**src/rtl/score_bcd_counter.sv**
```systemverilog
`default_nettype none
// +--------------------------------------------------------------------------+
// | score_bcd_counter: saturating 4-digit BCD score, one digit added per cycle |
// | Rev 1.0                                                                  |
// +--------------------------------------------------------------------------+
module score_bcd_counter #(
  parameter logic [3:0] PTS_1 = 4'd1,
  parameter logic [3:0] PTS_2 = 4'd3,
  parameter logic [3:0] PTS_3 = 4'd5,
  parameter logic [3:0] PTS_4 = 4'd8
) (
  input  logic       clk,
  input  logic       rst_n,
  input  logic       new_game,
  input  logic       clr_valid,
  input  logic [2:0] clr_lines,
  output logic       clr_ready,
  output logic [3:0] score1,
  output logic [3:0] score2,
  output logic [3:0] score3,
  output logic [3:0] score4,
  output logic       score_upd,
  output logic       saturated
);

  // ADDk encodings equal k so the low bits select the digit being summed
  typedef enum logic [2:0] {
    ADD0   = 3'd0,
    ADD1   = 3'd1,
    ADD2   = 3'd2,
    ADD3   = 3'd3,
    COMMIT = 3'd4,
    IDLE   = 3'd5
  } state_t;

  state_t          state_q, state_d;
  logic [3:0]      addend_q, addend_d;
  logic            carry_q, carry_d;
  logic            sat_q, sat_d;
  logic [3:0][3:0] work_q, work_d;
  logic [3:0][3:0] score_q, score_d;
  logic            saturated_q, saturated_d;
  logic            score_upd_q, score_upd_d;
  logic            clr_ready_q, clr_ready_d;

  logic [1:0]      digit_idx;
  logic [4:0]      raw_sum;

  always_comb begin
    state_d     = state_q;
    addend_d    = addend_q;
    carry_d     = carry_q;
    sat_d       = sat_q;
    work_d      = work_q;
    score_d     = score_q;
    saturated_d = saturated_q;
    score_upd_d = 1'b0;

    digit_idx = state_q[1:0];
    raw_sum   = {1'b0, work_q[digit_idx]}
              + {1'b0, (state_q == ADD0) ? addend_q : 4'd0}
              + {4'd0, carry_q};

    if (new_game) begin
      state_d     = IDLE;
      work_d      = '0;
      score_d     = '0;
      saturated_d = 1'b0;
      carry_d     = 1'b0;
      sat_d       = 1'b0;
    end else begin
      case (state_q)
        IDLE: begin
          if (clr_valid) begin
            case (clr_lines)
              3'd1:    addend_d = PTS_1;
              3'd2:    addend_d = PTS_2;
              3'd3:    addend_d = PTS_3;
              3'd4:    addend_d = PTS_4;
              default: addend_d = 4'd0;
            endcase
            carry_d = 1'b0;
            sat_d   = 1'b0;
            state_d = ADD0;
          end
        end
        ADD0, ADD1, ADD2, ADD3: begin
          // Low nibble minus ten wraps mod 16 to the correct BCD digit
          if (raw_sum > 5'd9) begin
            work_d[digit_idx] = raw_sum[3:0] - 4'd10;
            carry_d           = 1'b1;
          end else begin
            work_d[digit_idx] = raw_sum[3:0];
            carry_d           = 1'b0;
          end
          if (state_q == ADD3) begin
            sat_d   = (raw_sum > 5'd9);
            state_d = COMMIT;
          end else begin
            state_d = state_t'(state_q + 3'd1);
          end
        end
        COMMIT: begin
          score_upd_d = 1'b1;
          if (sat_q) begin
            work_d      = {4{4'd9}};
            score_d     = {4{4'd9}};
            saturated_d = 1'b1;
          end else begin
            score_d = work_q;
          end
          state_d = IDLE;
        end
        default: state_d = IDLE;
      endcase
    end

    clr_ready_d = (state_d == IDLE);
  end

  always_ff @(posedge clk or negedge rst_n) begin
    if (!rst_n) begin
      state_q     <= IDLE;
      addend_q    <= '0;
      carry_q     <= 1'b0;
      sat_q       <= 1'b0;
      work_q      <= '0;
      score_q     <= '0;
      saturated_q <= 1'b0;
      score_upd_q <= 1'b0;
      clr_ready_q <= 1'b1;
    end else begin
      state_q     <= state_d;
      addend_q    <= addend_d;
      carry_q     <= carry_d;
      sat_q       <= sat_d;
      work_q      <= work_d;
      score_q     <= score_d;
      saturated_q <= saturated_d;
      score_upd_q <= score_upd_d;
      clr_ready_q <= clr_ready_d;
    end
  end

  assign clr_ready = clr_ready_q;
  assign score1    = score_q[0];
  assign score2    = score_q[1];
  assign score3    = score_q[2];
  assign score4    = score_q[3];
  assign score_upd = score_upd_q;
  assign saturated = saturated_q;

endmodule
`default_nettype wire

```
**config.mk**
```make
export PLATFORM = sky130hd
export DESIGN_NAME = score_bcd_counter
export DESIGN_NICKNAME = d
export VERILOG_FILES = /design/src/rtl/score_bcd_counter.sv
export SDC_FILE = /design/constraint.sdc
export NUM_CORES = 1
export LEC_CHECK = 0
export CORE_ASPECT_RATIO = 0.9
export CORE_MARGIN = 2
export CORE_UTILIZATION = 30
export CTS_CLUSTER_DIAMETER = 80
export DETAILED_ROUTE_END_ITERATION = 8
export PLACE_DENSITY = 0.58
export SLEW_MARGIN = 20
export SYNTH_ARGS = -nofsm -noshare
export SYNTH_HDL_FRONTEND = slang
export SYNTH_SLANG_ARGS = --single-unit
```
**constraint.sdc**
```tcl
create_clock -name clk -period 5.9 [get_ports clk]
set_input_delay 1.18 -clock clk [delete_from_list [all_inputs] [get_ports clk]]
set_output_delay 1.18 -clock clk [all_outputs]
set_load 0.1 [all_outputs]
```
==> flow_metrics.py <==
metrics = {
    "outcome": {
        "status": "complete, no violations",
    },
    "synthesis": {
        "synthMostInstantiatedCell": "dfrtp_1",
        "postSynthAreaPerCell_um2": 10.2,
        "ys_ff_latch": 44,
        "syn_inst": 244,
        "synth_edf_count": 0,
        "syn_nets": 262,
        "ys_seq_area_frac": 0.446,
        "netlist.area_leader.share": 0.414,
        "synthTopCellsByArea": "dfrtp_1 41%, ha_1 4.5%, mux4_2 3.6%",
        "synthFlopType": "dfrtp_1",
        "synth_common_cells": "41 x dfrtp_1, 23 x nor2_1, 20 x nand2_1",
        "ys_types": 52,
        "postSynth.asyncResetShare": 1.00,
        "yosysTopAreaCell": "dfrtp_1",
        "netlist_area_um2": 2480,
        "yosys_warnings": 0,
    },
    "worst_setup_path": {
        "crit_path_start_kind": "flop",
        "critPathCaptureType": "flop",
        "worstPathArrival_ns": 3.92,
        "crit_fanout": 8,
        "worstPathRequired_ns": 6.09,
        "critPathKind": "reg -> reg",
    },
    "floorplanning": {
        "io_pins": 26,
        "initial_core_util": 0.309,
        "placementRows": 31,
        "fp.dieH_um": 90.2,
        "die_x_um": 99.8,
        "fp.dieArea_um2": 9010,
        "core-area_um2": 8030,
    },
    "timing": {
        "drv_slew": 0,
        "clock.fmax_mhz": 268,
        "slew_headroom": 0.353,
        "min_period_over_period": 0.632,
        "finalSetupViolCount": 0,
        "worst_pin_slew_ns": 0.968,
        "hold_violations": 0,
        "rsz0062_at_grt": "false",
        "tns_ns": 0,
        "period_needed_ns": 3.73,
        "finalClockSkew_ns": 0.00908,
    },
    "clock_tree": {
        "ctsResizeCount": 0,
        "cts_tree": "done",
        "cts_hold_buffers": 0,
        "clock_latency_ns": 0.31,
        "htree_num_levels": 2,
        "clkSinkCount": 44,
        "clk_path_buf_depth": 2,
        "post_cts_buffers": 0,
        "clk_pin_slew_worst_paths_ns": 0.09,
        "cts_made_buffers": 5,
        "ctsRootBufferMaster": "clkbuf_8",
    },
    "pwr": {
        "switching_power_uw": 606,
        "leakage_nw": 1.24,
        "power_frac_seq": 0.330,
        "p_per_area_nw_per_um2": 445,
        "p_comb_frac": 0.478,
        "p_sw_frac": 0.466,
        "total_power_mw": 1.30,
        "peakVddDrop_v": 0.000117,
        "clkPwrFrac": 0.192,
        "internal_power_uw": 694,
    },
    "routing": {
        "drt-initial-drc-count": 90,
        "route.detailed.drc": 0,
        "finalWirelength_um": 5700,
        "via_count": 1923,
        "via_per_inst": 5.24,
        "postRouteAntennaNets": 0,
        "first_pass_iters": 4,
        "wl_per_cell_um": 15.5,
    },
    "global_route": {
        "grt_pass1_wl_um": 9590,
        "track_usage": 0.136,
        "grt_overflow": 0,
        "grt_pass1_vias": 1846,
        "grt_max_degree": 45,
        "antenna_found_initial": 0,
    },
    "finish": {
        "synthToLayoutAreaGrowth_pct": 17.8,
        "fill_cells": 796,
        "register_area_um2": 1100,
        "diodes": 0,
        "multi_input_area_um2": 1250,
        "final_layout_size_suffix_gt1_frac": 0.127,
        "fin_cells": 367,
        "finalInstanceArea_um2": 2920,
        "final_net_count": 285,
    },
    "placed_design": {
        "place.gp.congestion": 0.860,
        "placed_cells": 359,
        "dpl_cell_area_um2": 2800,
        "port_buffers": 25,
        "dp_hpwl_um": 4090,
    },
    "min_path": {
        "hold_class": "reg -> reg",
    },
    "run": {
        "max-cap-violations": 0,
    },
}
-- placed cells by master, fill, tap and decap left out, drive strengths merged, types with 2 or more instances in the layout --
cell	n
nor3	18
a22o	7
nand2	20
and3b	2
ha	9
dfstp	3
nand3b	3
mux4	4
clkdlybuf4s50	24
and2	7
a21o	3
buf	3
a211oi	3
fa	2
dfrtp	41
o22a	2
clkbuf	6
o21a	7
o31ai	6
nand3	4
nor2	23
nor2b	2
inv	15
a221oi	2
nor4b	2
o21ai	17
a21oi	12
a311oi	2
nand2b	2
a22oi	3
-- final cells by class --
class                           instances  share of cell area
Sequential cell                        44               0.378
Multi-Input combinational cell        174               0.428
Timing Repair Buffer                   27              0.0900
Tap cell                               99              0.0424
Clock inverter                          2              0.0133
Clock buffer                            6              0.0283
Inverter                               15              0.0193
-- sequential cells by signal, indices dropped and copies added, names as in the netlist, 3 cells and up --
signal,count
addend_q,4
state_q,3
score4,4
score3,4
score1,4
work_q,16
score2,4
-- worst paths after layout --
path / from / end / slack, ns / cells after the start
max: state_q[1] / work_q[6] / 2.17 / 15
min: addend_q[1] / addend_q[1] / 0.49 / 2
max reg2reg: state_q[1] / work_q[6] / 2.17 / 15
min reg2reg: addend_q[1] / addend_q[1] / 0.49 / 2
max in group asynchronous: rst_n / addend_q[1] / 4.66 / 1
min in group asynchronous: rst_n / score1[1] / 0.86 / 1
-- power by group through the flow --
stage	clock network (mW)	logic, mW	registers, mW
floorplan	0	0.322	0.606
global placement	0	0.624	0.432
detailed placement	0	0.622	0.435
CTS	0.259	0.624	0.429
global route	0.269	0.670	0.437
finish	0.249	0.622	0.429
-- layer usage --
metal / vias to the layer above / global-route usage / part of all wire
li1: 927 / - / -
met1: 921 / 0.204 / 0.47
met2: 70 / 0.188 / 0.44
met3: 5 / 0.0327 / 0.074
met4: 0 / 0.0491 / 0.016
met5: - / 0 / 0
-- critical path, stage by stage (launching register included) --
cell      delay [ns]
dfrtp_1         0.51
inv_1           0.13
ha_1            0.33
nor2b_1         0.45
nand2_1         0.13
fa_1            0.38
inv_1           0.08
fa_1            0.20
xor2_1          0.24
inv_1           0.09
ha_1            0.24
nand2_1         0.07
o31ai_1         0.11
nor4b_1         0.23
nand3b_1        0.26
o21ai_0         0.14
-- cell families (layout without fill, tap and decap cells) --
family          count (synthesis)  in the layout  share of synthesized area
compound gates                 71             71                      0.211
flops                          44             44                      0.446
mux                             4              4                     0.0363
simple gates                   87             87                      0.192
buf+inv                        26             50                     0.0495
fa+ha+maj                      11             11                     0.0616
xor+xnor                        1              1                    0.00353
-- per-stage QoR --
step	util	setup WS (ns)	hold WS (ns)
floorplan	-	2.52	0.435
global placement	0.348	2.31	0.470
detailed placement	0.348	2.18	0.478
CTS	0.363	2.15	0.498
global route	0.364	1.77	0.529
finish	0.364	2.17	0.490
Note: power is estimated with default switching activity, not from simulation.
